### config.mk
export PLATFORM = sky130hd
export DESIGN_NAME = dual_stepper_pulser
export DESIGN_NICKNAME = d
export VERILOG_FILES = /design/src/rtl/stepper_pkg.sv /design/src/rtl/pulse_timer.sv /design/src/rtl/dual_stepper_pulser.sv
export SDC_FILE = /design/constraint.sdc
export NUM_CORES = 1
export LEC_CHECK = 0
export ABC_AREA = 1
export CAP_MARGIN = 20
export CORE_AREA = 2 2 109 111
export DETAILED_ROUTE_END_ITERATION = 10
export DIE_AREA = 0 0 111 113
export SLEW_MARGIN = 20
export SYNTH_ARGS = -nofsm -noshare
export SYNTH_HDL_FRONTEND = slang
export SYNTH_SLANG_ARGS = --single-unit
### constraint.sdc
create_clock -name clk -period 1.96 [get_ports clk]
set_input_delay 0.392 -clock clk [delete_from_list [all_inputs] [get_ports clk]]
set_output_delay 0.392 -clock clk [all_outputs]
set_load 0.01 [all_outputs]
### src/rtl/stepper_pkg.sv
// Shared types and constants for the dual-axis STEP/DIR pulse generator.
package stepper_pkg;

    localparam int STEP_TIMER_W = 16;

    typedef enum logic [2:0] {
        IDLE,
        SETUP,
        HIGH,
        LOW,
        DONE
    } stepper_state_t;

endpackage

### src/rtl/pulse_timer.sv
// Loadable down-counter; expire is high whenever the count has reached zero.
module pulse_timer
    import stepper_pkg::*;
(
    input  logic                    clk,
    input  logic                    reset,
    input  logic                    load,
    input  logic [STEP_TIMER_W-1:0] value,
    output logic                    expire
);

    logic [STEP_TIMER_W-1:0] count_reg;

    always_ff @(posedge clk or posedge reset) begin
        if (reset) begin
            count_reg <= '0;
        end else if (load) begin
            count_reg <= value;
        end else if (count_reg != '0) begin
            count_reg <= count_reg - 1'b1;
        end
    end

    assign expire = (count_reg == '0);

endmodule

### src/rtl/dual_stepper_pulser.sv
// Two-axis STEP/DIR generator sharing one step period; both joints start and end together.
// Define STEPPER_LINEAR_INTERP_EN for Bresenham spreading of the minor axis pulses.
module dual_stepper_pulser
    import stepper_pkg::*;
#(
    parameter int DIR_SETUP_CYCLES  = 50,
    parameter int PULSE_HIGH_CYCLES = 100,
    parameter int PULSE_LOW_CYCLES  = 400
)
(
    input  logic       clk,
    input  logic       reset,
    input  logic [7:0] steps1,
    input  logic [7:0] steps2,
    input  logic       dir1,
    input  logic       dir2,
    input  logic       dataReady,
    input  logic       halt,
    output logic       step1,
    output logic       step2,
    output logic       dirOut1,
    output logic       dirOut2,
    output logic       stepperReady,
    output logic       moveDone
);

    // Timer is loaded with N-1 so that a phase lasts exactly N clocks.
    localparam logic [STEP_TIMER_W-1:0] SETUP_LOAD = STEP_TIMER_W'(DIR_SETUP_CYCLES - 1);
    localparam logic [STEP_TIMER_W-1:0] HIGH_LOAD  = STEP_TIMER_W'(PULSE_HIGH_CYCLES - 1);
    localparam logic [STEP_TIMER_W-1:0] LOW_LOAD   = STEP_TIMER_W'(PULSE_LOW_CYCLES - 1);

    stepper_state_t          state_reg, state_next;
    logic                    dr_prev_reg;
    logic [7:0]              cnt_reg, cnt_next;
    logic                    halt_seen_reg, halt_seen_next;
    logic                    step1_reg, step1_next, step2_reg, step2_next;
    logic                    dir1_reg, dir2_reg;
    logic                    accept, period_start;
    logic                    sel1, sel2;
    logic                    timer_load, timer_expire;
    logic [STEP_TIMER_W-1:0] timer_value;
    logic [7:0]              max_in;

    assign accept = (state_reg == IDLE) && dataReady && !dr_prev_reg;
    assign max_in = (steps1 >= steps2) ? steps1 : steps2;

    pulse_timer u_timer (
        .clk    (clk),
        .reset  (reset),
        .load   (timer_load),
        .value  (timer_value),
        .expire (timer_expire)
    );

`ifdef STEPPER_LINEAR_INTERP_EN
    logic [8:0] acc_reg, acc_sum, acc_next;
    logic [7:0] major_reg, minor_reg;
    logic       major1_reg, minor_hit;

    always_comb begin
        acc_sum   = acc_reg + {1'b0, minor_reg};
        minor_hit = (acc_sum >= {1'b0, major_reg});
        acc_next  = minor_hit ? (acc_sum - {1'b0, major_reg}) : acc_sum;
        sel1      = major1_reg ? 1'b1 : minor_hit;
        sel2      = major1_reg ? minor_hit : 1'b1;
    end

    always_ff @(posedge clk or posedge reset) begin
        if (reset) begin
            acc_reg    <= '0;
            major_reg  <= '0;
            minor_reg  <= '0;
            major1_reg <= 1'b1;
        end else if (accept) begin
            acc_reg    <= '0;
            major1_reg <= (steps1 >= steps2);
            major_reg  <= (steps1 >= steps2) ? steps1 : steps2;
            minor_reg  <= (steps1 >= steps2) ? steps2 : steps1;
        end else if (period_start) begin
            acc_reg    <= acc_next;
        end
    end
`else
    logic [7:0] rem1_reg, rem2_reg;

    always_comb begin
        sel1 = (rem1_reg != '0);
        sel2 = (rem2_reg != '0);
    end

    // Each axis steps in the first n periods of the move.
    always_ff @(posedge clk or posedge reset) begin
        if (reset) begin
            rem1_reg <= '0;
            rem2_reg <= '0;
        end else if (accept) begin
            rem1_reg <= steps1;
            rem2_reg <= steps2;
        end else if (period_start) begin
            if (sel1) rem1_reg <= rem1_reg - 1'b1;
            if (sel2) rem2_reg <= rem2_reg - 1'b1;
        end
    end
`endif

    always_comb begin
        state_next     = state_reg;
        cnt_next       = cnt_reg;
        halt_seen_next = halt_seen_reg;
        step1_next     = step1_reg;
        step2_next     = step2_reg;
        timer_load     = 1'b0;
        timer_value    = '0;
        period_start   = 1'b0;
        case (state_reg)
            IDLE: begin
                if (accept) begin
                    cnt_next       = max_in;
                    halt_seen_next = 1'b0;
                    if (max_in == '0) begin
                        state_next = DONE;
                    end else begin
                        state_next  = SETUP;
                        timer_load  = 1'b1;
                        timer_value = SETUP_LOAD;
                    end
                end
            end
            SETUP: begin
                if (halt) begin
                    state_next = DONE;
                end else if (timer_expire) begin
                    state_next   = HIGH;
                    timer_load   = 1'b1;
                    timer_value  = HIGH_LOAD;
                    period_start = 1'b1;
                end
            end
            HIGH: begin
                halt_seen_next = halt_seen_reg | halt;
                if (timer_expire) begin
                    state_next  = LOW;
                    timer_load  = 1'b1;
                    timer_value = LOW_LOAD;
                    step1_next  = 1'b0;
                    step2_next  = 1'b0;
                end
            end
            LOW: begin
                halt_seen_next = halt_seen_reg | halt;
                if (timer_expire) begin
                    cnt_next = cnt_reg - 1'b1;
                    if ((cnt_reg == 8'd1) || halt_seen_reg || halt) begin
                        state_next = DONE;
                    end else begin
                        state_next   = HIGH;
                        timer_load   = 1'b1;
                        timer_value  = HIGH_LOAD;
                        period_start = 1'b1;
                    end
                end
            end
            DONE: begin
                state_next     = IDLE;
                halt_seen_next = 1'b0;
            end
            default: state_next = IDLE;
        endcase
        if (period_start) begin
            step1_next = sel1;
            step2_next = sel2;
        end
    end

    always_ff @(posedge clk or posedge reset) begin
        if (reset) begin
            state_reg     <= IDLE;
            dr_prev_reg   <= 1'b0;
            cnt_reg       <= '0;
            halt_seen_reg <= 1'b0;
            step1_reg     <= 1'b0;
            step2_reg     <= 1'b0;
            dir1_reg      <= 1'b0;
            dir2_reg      <= 1'b0;
        end else begin
            state_reg     <= state_next;
            dr_prev_reg   <= dataReady;
            cnt_reg       <= cnt_next;
            halt_seen_reg <= halt_seen_next;
            step1_reg     <= step1_next;
            step2_reg     <= step2_next;
            if (accept) begin
                dir1_reg <= dir1;
                dir2_reg <= dir2;
            end
        end
    end

    assign step1        = step1_reg;
    assign step2        = step2_reg;
    assign dirOut1      = dir1_reg;
    assign dirOut2      = dir2_reg;
    assign stepperReady = (state_reg == IDLE);
    assign moveDone     = (state_reg == DONE);

endmodule

-- Yosys cells after proc, flatten, opt, wreduce, memory -nomap -nowiden
Cells that the tools add are included.
- $add $sub $neg: 4
- div/mod/pow operators: 0
- bitwise logic cells: 1
- order comparisons: 1
- equal/unequal tests: 9
- reductions and logical operators: 26
- shift operators: 0
- multipliers: 0
- muxes and demuxes: 42
- operator list (operator ; count):
    2-to-1 mux 8 bit ; 9
    one-hot mux 9 bit (4 select lines) ; 1
    2-to-1 mux 16 bit ; 2
    2-to-1 mux 7 bit ; 4
    subtractor 8 x 1 -> 8 bit, second input constant ; 3
    2-to-1 mux 3 bit ; 7
    logical NOT 16 bit ; 1
    one-hot mux 8 bit (2 select lines) ; 1
    nonzero test 16 bit ; 1
    nonzero test 8 bit ; 2
    subtractor 16 x 1 -> 16 bit, second input constant ; 1
    nonzero test 2 bit ; 7
    2-to-1 mux 6 bit ; 2
    one-hot mux 3 bit (4 select lines) ; 1
    2-to-1 mux 1 bit ; 11
    2-to-1 mux 9 bit ; 1
    == test 8 x 1 -> 1 bit, second input constant ; 1
    >= comparator 8 bit ; 1
    logical NOT 8 bit ; 1
    AND reduction 2 bit ; 4
    == test 3 x 2 -> 1 bit, second input constant ; 2
    != test 2 bit, second input constant ; 2
    one-hot mux 1 bit (4 select lines) ; 1
    AND reduction 4 bit ; 1
    other kinds (14) ; 16
- bits in writable memories: 0
- memories: 0
- flip-flop bits (word level): 49
- bits in read-only memories: 0
- word-level logic and storage cells: 94
- bits in latches: 0
- output and inout port bits: 6

-- Longest topological paths before layout
Gate-level depths: netlist (run 1).
- word-level depth: 8
- mapped depth: 20
- depth with buffers taken out: 19

-- Cells and area by module
A second synthesis (run 1) with hierarchy kept.
- cell total of the unflattened synthesis: 538
- area, all modules: 3836.2 sq um
- modules (own cells, without submodules) (module ; times used ; cells each ; area each (sq um)):
    dual_stepper_pulser ; 1 ; 362 ; 2612.5
    pulse_timer ; 1 ; 176 ; 1223.7

-- Least setup slack after synthesis (run 1)
OpenSTA, ideal clock, no wires.
- path type: input port to flip-flop
- start: input steps2[3]
- end: register u_timer.count_reg[0]
- library setup time: 118 ps
- path slack: -134 ps
- stages on the path: 18
- arrival: 1976 ps
- buffers on the path: 1
- cells stage by stage: inv_1 -> ha_1 -> nand2_1 -> nor2_1 -> nor2_1 -> nand2_1 -> nand2_4 -> nand2_8 -> nand2_1 -> nand2_1 -> nand2_1 -> nor2_1 -> nand2_1 -> nand2_4 -> nand3_4 -> buf_6 -> a21oi_2 -> nand2_1
- word-level cells in the longest chain between the ends: 7
- RTL lines (item ; RTL line ; RTL):
    start: declaration ; dual_stepper_pulser.sv:14 ; input logic [7:0] steps2,
    >= comparator 8 bit ; dual_stepper_pulser.sv:45 ; assign max_in = (steps1 >= steps2) ? steps1 : steps2;
    2-to-1 mux 8 bit (*) ; dual_stepper_pulser.sv:45 ;
    logical NOT 8 bit (*) ; dual_stepper_pulser.sv:120 ; if (max_in == '0) begin
    2-to-1 mux 6 bit / 2-to-1 mux 1 bit (equally long branches) ; dual_stepper_pulser.sv:120 ;
    2-to-1 mux 6 bit / 2-to-1 mux 1 bit (equally long branches) ; dual_stepper_pulser.sv:117 ; if (accept) begin
    one-hot mux 9 bit (4 select lines) / one-hot mux 1 bit (4 select lines) (equally long branches) ; dual_stepper_pulser.sv:115 ; case (state_reg)
    2-to-1 mux 16 bit / nonzero test 2 bit (equally long branches) ; - ;
    end signal: assignment ; pulse_timer.sv:18 ; count_reg <= value;
    end signal: assignment ; pulse_timer.sv:20 ; count_reg <= count_reg - 1'b1;
    end: declaration ; pulse_timer.sv:12 ; logic [STEP_TIMER_W-1:0] count_reg;
Every way passes the cells marked *; elsewhere a longest branch is shown, timed or not.
A chain may end at the register's enable or synchronous reset.

-- Worst setup path after layout (run 1)
- start: input steps2[7]
- end: register u_timer.count_reg[1]
- word-level cells in the longest chain between the ends: 7
- RTL lines (item ; RTL line):
    >= comparator 8 bit ; dual_stepper_pulser.sv:45
    2-to-1 mux 8 bit (*) ; dual_stepper_pulser.sv:45
    logical NOT 8 bit (*) ; dual_stepper_pulser.sv:120
    2-to-1 mux 1 bit (*) ; dual_stepper_pulser.sv:120
    2-to-1 mux 1 bit (*) ; dual_stepper_pulser.sv:117
    one-hot mux 1 bit (4 select lines) (*) ; dual_stepper_pulser.sv:115
    2-to-1 mux 16 bit / nonzero test 2 bit (equally long branches) ; -
Marked as above.

==> run summary, run 1 <==
Total Power: 5.32 mW
Initial core utilization: 29.6%
TritonRoute pass-1 iters: 4
Setup TNS: -1.28 ns
Net count after synthesis: 486
Clock share of power: 17.0%
Layout Utilization: 43.9%
Post-DP HPWL: 6710 um
Die Area: 12,500 um2
Part of the power in combinational logic: 50.5%
Status: finished with violations
Net Sw Frac: 42.4%
Routed WL: 9460 um
# DRC: 0
Max Cap Viol: 0
Max reg flops: 16
Worst path max stage delay: 0.20 ns
Largest net degree at the start of global routing: 31
Setup CP Type: in2reg
Slew Limit Fails: 0
Crit share post-route: 106%
Crit-path max FO: 7
Grt met1 use: 18.5%
# setup viols final: 18
NetSw: 2.26 mW
Die W: 111 um
Boundary Pins: 28
Slowest CP cell: ha_4
Yosys cell types: 37
Placement Cell Area: 4370 um2
Met3 Use GR: 2.62%
Antenna-violating nets left: 0
CP endpoint kind: flip-flop
Initial antenna violation count: 0
DIE HEIGHT: 113 um
Iteration-0 DRC Markers: 174
Critical Path, Cell by Cell: buf_12 > inv_12 > ha_4 > a21oi_4 > o21a_1 > buf_6 > nand3b_1 > nand2_4 > nand2_2 > nor2_2 > nand2_2 > nand2_4 > nand3_4 > nor2_4 > nand2_1 > nand2_1
Worst Path Required: 2.19 ns
R2R Setup Slk: 0.06 ns
Drt wl/cell: 13.4 um
Clock Tree Buf Depth: 2
Cells after DPL: 675
Register area share after synthesis: 36.7%
Clk sinks: 49
Gr busiest metal: met2
Reg power frac: 32.5%
Gp weighted congestion: 0.818
Ys async rst share: 100%
Diodes inserted: 0
CP startpoint kind: primary input
Grt met2 use: 25.1%
Mapped cell area: 3340 um2
# nets final: 599
Vias in the first global route: 3,333
Hold crit path type: in2reg
Mean Syn Cell Area: 7.42 um2
Fin. Hold Viols: 0
Post-route cell area: 4950 um2
Clock transition at path regs: 0.07 ns
Root Driver: clkbuf_16
Post-Route Skew: 0.0126 ns
GRT Residual Overflow: 0
Synth Flop Type: dfrtp_1
CTS tree: yes
Post-Syn Instances: 450
Flops & latches, synth: 49
Lkg Pwr: 2.38 nW
Hold bufs inserted after CTS: 0
Layout cells sized above 1: 39.0%
Rows: 39
Post-route insts no fill: 707
RSZ-0062 raised after global routing: true
Pwr per Cell Area: 1070 nW/um2
Port Buf Inserts: 27
Total CTS buffers: 5
Critical Path AT: 2.30 ns
Max_slew headroom: 67.3%
Global-route usage over all layers: 14.6%
Failing checks: setup timing
VDD IR-drop max: 0.477 mV
EDFF count, synth: 0
Via density: 4.79
Final Worst Setup Slack: -0.110 ns
First-pass GRT wire length: 15,000 um
Yosys warning total: 0
Vias: 3,390
Cell Int Power: 3.06 mW
Fmax achieved: 483 MHz
Tmin final: 2.07 ns
Worst Tran Pin Value: 0.490 ns
Clk_lat worst skew: 0.30 ns
Synth-to-Final Area Change: 48.3%
Core Region: 11,300 um2
H-Tree Level Count: 2
per-stage QoR:
stage | hold WS, ns | setup slack (ns)
6_report | 0.400 | -0.110
5_1_grt | 0.413 | -0.221
3_3_place_gp | 0.460 | -0.824
3_5_place_dp | 0.462 | -0.884
2_1_floorplan | 0.423 | -0.0782
4_1_cts | 0.396 | -0.130
worst paths after layout:
kind | endpoint | startpoint | depth (start not counted)
max | u_timer.count_reg[1] | steps2[7] | 16
min | rem2_reg[7] | steps2[7] | 3
max reg2reg | u_timer.count_reg[13] | u_timer.count_reg[0] | 11
min reg2reg | dirOut2 | dirOut2 | 2
max in group asynchronous | u_timer.count_reg[6] | reset | 3
min in group asynchronous | rem1_reg[7] | reset | 2
power by group through the flow:
stage          sequential [mW]  combinational (mW)  clock (mW)
3_5_place_dp              1.72                2.42           0
3_3_place_gp              1.70                2.35           0
6_report                  1.73                2.68       0.906
5_1_grt                   1.77                3.03       0.958
4_1_cts                   1.70                2.54       0.921
2_1_floorplan             1.67                1.66           0
area by class of cell:
class                      count  area [um2]
multi-input combinational    332        2200
clock buffer                   5         125
timing repair buffer         112         927
clock inverter                 3        21.3
timing repair inverter         1        6.26
sequential                    49        1230
tap                          143         179
fill                        1103        6320
inverter                      62         270
cells in the final DEF, fill, tap and decap left out, drive strengths merged:
cell type	instances
xnor2	8
nand3b	1
buf	101
clkinvlp	1
dlymetal6s2s	1
inv	63
clkdlybuf4s50	9
o31ai	3
clkinv	2
ha	14
a31oi	1
o221ai	5
o21ai	38
dfrtp	49
nor2	58
dlygate4sd2	1
clkbuf	5
nand2	115
a21oi	21
nor4	5
o21a	2
o211ai	2
nand3	21
xor2	14
nor3	9
nand4	13
or2	2
kinds of logic (layout without fill, tap and decap cells):
group,count (synthesis),after routing,synth area share (%)
compound gates,72,72,12.4
fa+ha+maj,14,14,5.25
simple gates,224,224,31.4
flops,49,49,36.7
buf+inv,69,183,8.47
xor+xnor,22,22,5.77
worst max-delay path: cells and delay by family:
kind,cells,cell delay (ns)
buffers and inverters,3,0.28
AND/OR/NAND/NOR,10,1.08
AO/OA/AOI/OAI,2,0.34
adder cells (fa/ha/maj),1,0.20
synthesized netlist by cell type (5+ instances only):
cell type	instances	share of area [%]
xnor2_1	8	2.1
xor2_1	14	3.7
a21oi_1	18	2.7
o21ai_1	12	1.8
dfrtp_1	49	37
ha_1	14	5.2
nand3_1	19	2.8
nand2_1	110	12
o221ai_1	5	1.3
nor2_1	52	5.8
inv_1	52	5.8
nor2_2	5	0.94
nand4_1	12	2.2
nor3_1	5	0.75
o21ai_0	25	3.7
nor4_1	5	0.94
inv_2	10	1.1
timing repair:
item	in CTS	in global routing
resized for setup	110	62
pin swaps	41	37
cloned	1	1
setup endpoints to repair	31	43
buffers inserted	24	7
layer usage:
metal  wire length, um  vias up
met5                 0        -
met1              4400     1612
met4               182        0
met2              4540       70
met3               337       16
li1                  -     1692
(Power assumes the default switching activity.)
==> run 2, diff against run 1 <==
--- a/config.mk
+++ b/config.mk
@@ -7,9 +7,10 @@
 export LEC_CHECK = 0
 export ABC_AREA = 1
 export CAP_MARGIN = 20
-export CORE_AREA = 2 2 109 111
+export CORE_AREA = 2 2 84 86
 export DETAILED_ROUTE_END_ITERATION = 10
-export DIE_AREA = 0 0 111 113
+export DIE_AREA = 0 0 86 88
+export PLACE_DENSITY = 0.73
 export SLEW_MARGIN = 20
 export SYNTH_ARGS = -nofsm -noshare
 export SYNTH_HDL_FRONTEND = slang
==> constraint.sdc (replaced) <==
create_clock -name clk -period 1.96 [get_ports clk]
set_input_delay 0.196 -clock clk [delete_from_list [all_inputs] [get_ports clk]]
set_output_delay 0.196 -clock clk [all_outputs]
set_load 0.01 [all_outputs]
==> run summary, run 2 (synthesized netlist as in run 1, its figures left out) <==
Status: finished clean
Crit share post-route: 97.2% (-8.5 points)
Rows: 30 (-23%)
Fmax achieved: 525 MHz (+8.7%)
Boundary Pins: 28 (unchanged)
Critical Path AT: 2.11 ns (-0.19 ns)
WHS Path Cells: 3 (unchanged)
Final Worst Setup Slack: 0.0557 ns (+0.166 ns)
# setup viols final: 0 (-18)
Layout cells sized above 1: 37.6% (-1.4 points)
Via density: 5.33 (+11%)
Slew Limit Fails: 0 (unchanged)
Iteration-0 DRC Markers: 139 (-20%)
VDD IR-drop max: 0.621 mV (+30%)
Total Power: 5.10 mW (-4.1%)
CP endpoint kind: flip-flop
Hold crit path type: in2reg
Layout Utilization: 71.3% (+27 points)
Vias: 3,409 (+0.56%)
CP startpoint kind: flip-flop
Max_slew headroom: 68.3% (+1.0 points)
Root Driver: clkbuf_8
Cells after DPL: 598 (-11%)
H-Tree Level Count: 2 (unchanged)
Worst reg2reg path depth: 12 (+1)
First-pass GRT wire length: 14,500 um (-3.4%)
Max reg flops: 16 (unchanged)
Initial core utilization: 50.3% (+21 points)
Vias in the first global route: 3,305 (-0.84%)
Total CTS buffers: 5 (unchanged)
DIE HEIGHT: 88 um (-22%)
Diodes inserted: 0 (unchanged)
Worst Tran Pin Value: 0.475 ns (-0.0150 ns)
Worst Path Required: 2.16 ns (-0.03 ns)
TritonRoute pass-1 iters: 5 (+1)
# nets final: 594 (-0.83%)
Initial antenna violation count: 0 (unchanged)
Clk_lat worst skew: 0.32 ns (+0.02 ns)
Routed WL: 9410 um (-0.54%)
Clock Tree Buf Depth: 2 (unchanged)
Post-Route Skew: 0.00909 ns (-0.00351 ns)
Core Region: 6640 um2 (-41%)
GRT Residual Overflow: 0 (unchanged)
Tmin final: 1.90 ns (-0.166 ns)
Clk sinks: 49 (unchanged)
Lkg Pwr: 2.29 nW (-3.5%)
Clock transition at path regs: 0.10 ns (+0.03 ns)
Global-route usage over all layers: 24.3% (+9.8 points)
Commonest cells after routing, fill and taps aside: nand2_1, buf_4, dfrtp_1
Synth-to-Final Area Change: 41.9%
Largest net degree at the start of global routing: 50 (+61%)
CTS tree: yes
Setup CP Type: reg2reg
Port Buf Inserts: 27 (unchanged)
Drt wl/cell: 14.7 um (+10%)
Pwr per Cell Area: 1080 nW/um2 (+0.27%)
Pre-CTS setup slack: -0.699 ns (+0.185 ns)
Hold_ws: 0.185 ns (-0.215 ns)
Gp weighted congestion: 0.894 (+9.2%)
Die W: 86 um (-23%)
Most common cell after layout, fill and taps aside: nand2_1
Crit-path max FO: 8 (+1)
# DRC: 0 (unchanged)
Post-DP HPWL: 6310 um (-5.9%)
Post-route insts no fill: 639 (-9.6%)
Max Cap Viol: 0 (unchanged)
Fin. Hold Viols: 0 (unchanged)
Die Area: 7570 um2 (-40%)
Antenna-violating nets left: 0 (unchanged)
RSZ-0062 raised after global routing: true
-- run 2: what timing repair did --
item                                    4_1_cts  5_1_grt
endpoints found under the setup margin       22       43
pin swaps                                    25       38
gates resized for setup                      82       74
buffers inserted                             17       13
cloned                                        2        1
hold buffers                                  0        0
-- run 2: stage by stage --
step | cell area, um2 | TNS [ns]
final | 4740 | 0
after global routing | 4740 | -0.694
after CTS | 4450 | 0
after detailed placement | 4050 | -13.19
after global placement | 4050 | -9.93
after floorplan | 3340 | 0
-- run 2: power by group --
part / total, mW / switching [mW] / internal [mW]
clock network: 0.626 / 0.375 / 0.251
registers: 1.74 / 0.360 / 1.38
logic: 2.73 / 1.51 / 1.22
total: 5.10 / 2.25 / 2.85
-- run 2: path summary, 6_finish.rpt --
kind                       startpoint     endpoint  slack (ns)
setup reg to reg           cnt_reg[3]  rem1_reg[6]        0.06
min in group asynchronous       reset  rem2_reg[6]        0.23
setup / recovery           cnt_reg[3]  rem1_reg[6]        0.06
hold / removal              steps2[7]  rem2_reg[7]        0.19
hold reg to reg                 step2        step2        0.48
max in group asynchronous       reset  rem1_reg[3]        1.51
-- run 2: area by class of cell --
class | count | area (um2)
inverter | 62 | 238
clock buffer | 5 | 68.8
timing repair buffer | 106 | 852
fill | 486 | 1910
clock inverter | 3 | 22.5
tap | 80 | 100
multi-input combinational | 333 | 2220
sequential | 49 | 1230
timing repair inverter | 1 | 5.00
-- run 2: worst max-delay path: stages, from the launching register on --
cell	delay [ns]
dfrtp_1	0.43
nor2_2	0.12
nand2_1	0.08
nor4_2	0.22
nor2_1	0.09
nand2_1	0.10
nand2_2	0.07
nand2_4	0.10
nor2_4	0.04
nor2_4	0.20
clkinv_4	0.13
o211ai_1	0.11
o21ai_1	0.10
-- run 2: routing by layer --
layer / vias up / track usage (%) / routed length (um)
li1: 1682 / - / -
met1: 1605 / 28.1 / 3810
met2: 89 / 43.6 / 4850
met3: 33 / 3.68 / 376
met4: 0 / 12.7 / 376
met5: - / 0 / 0
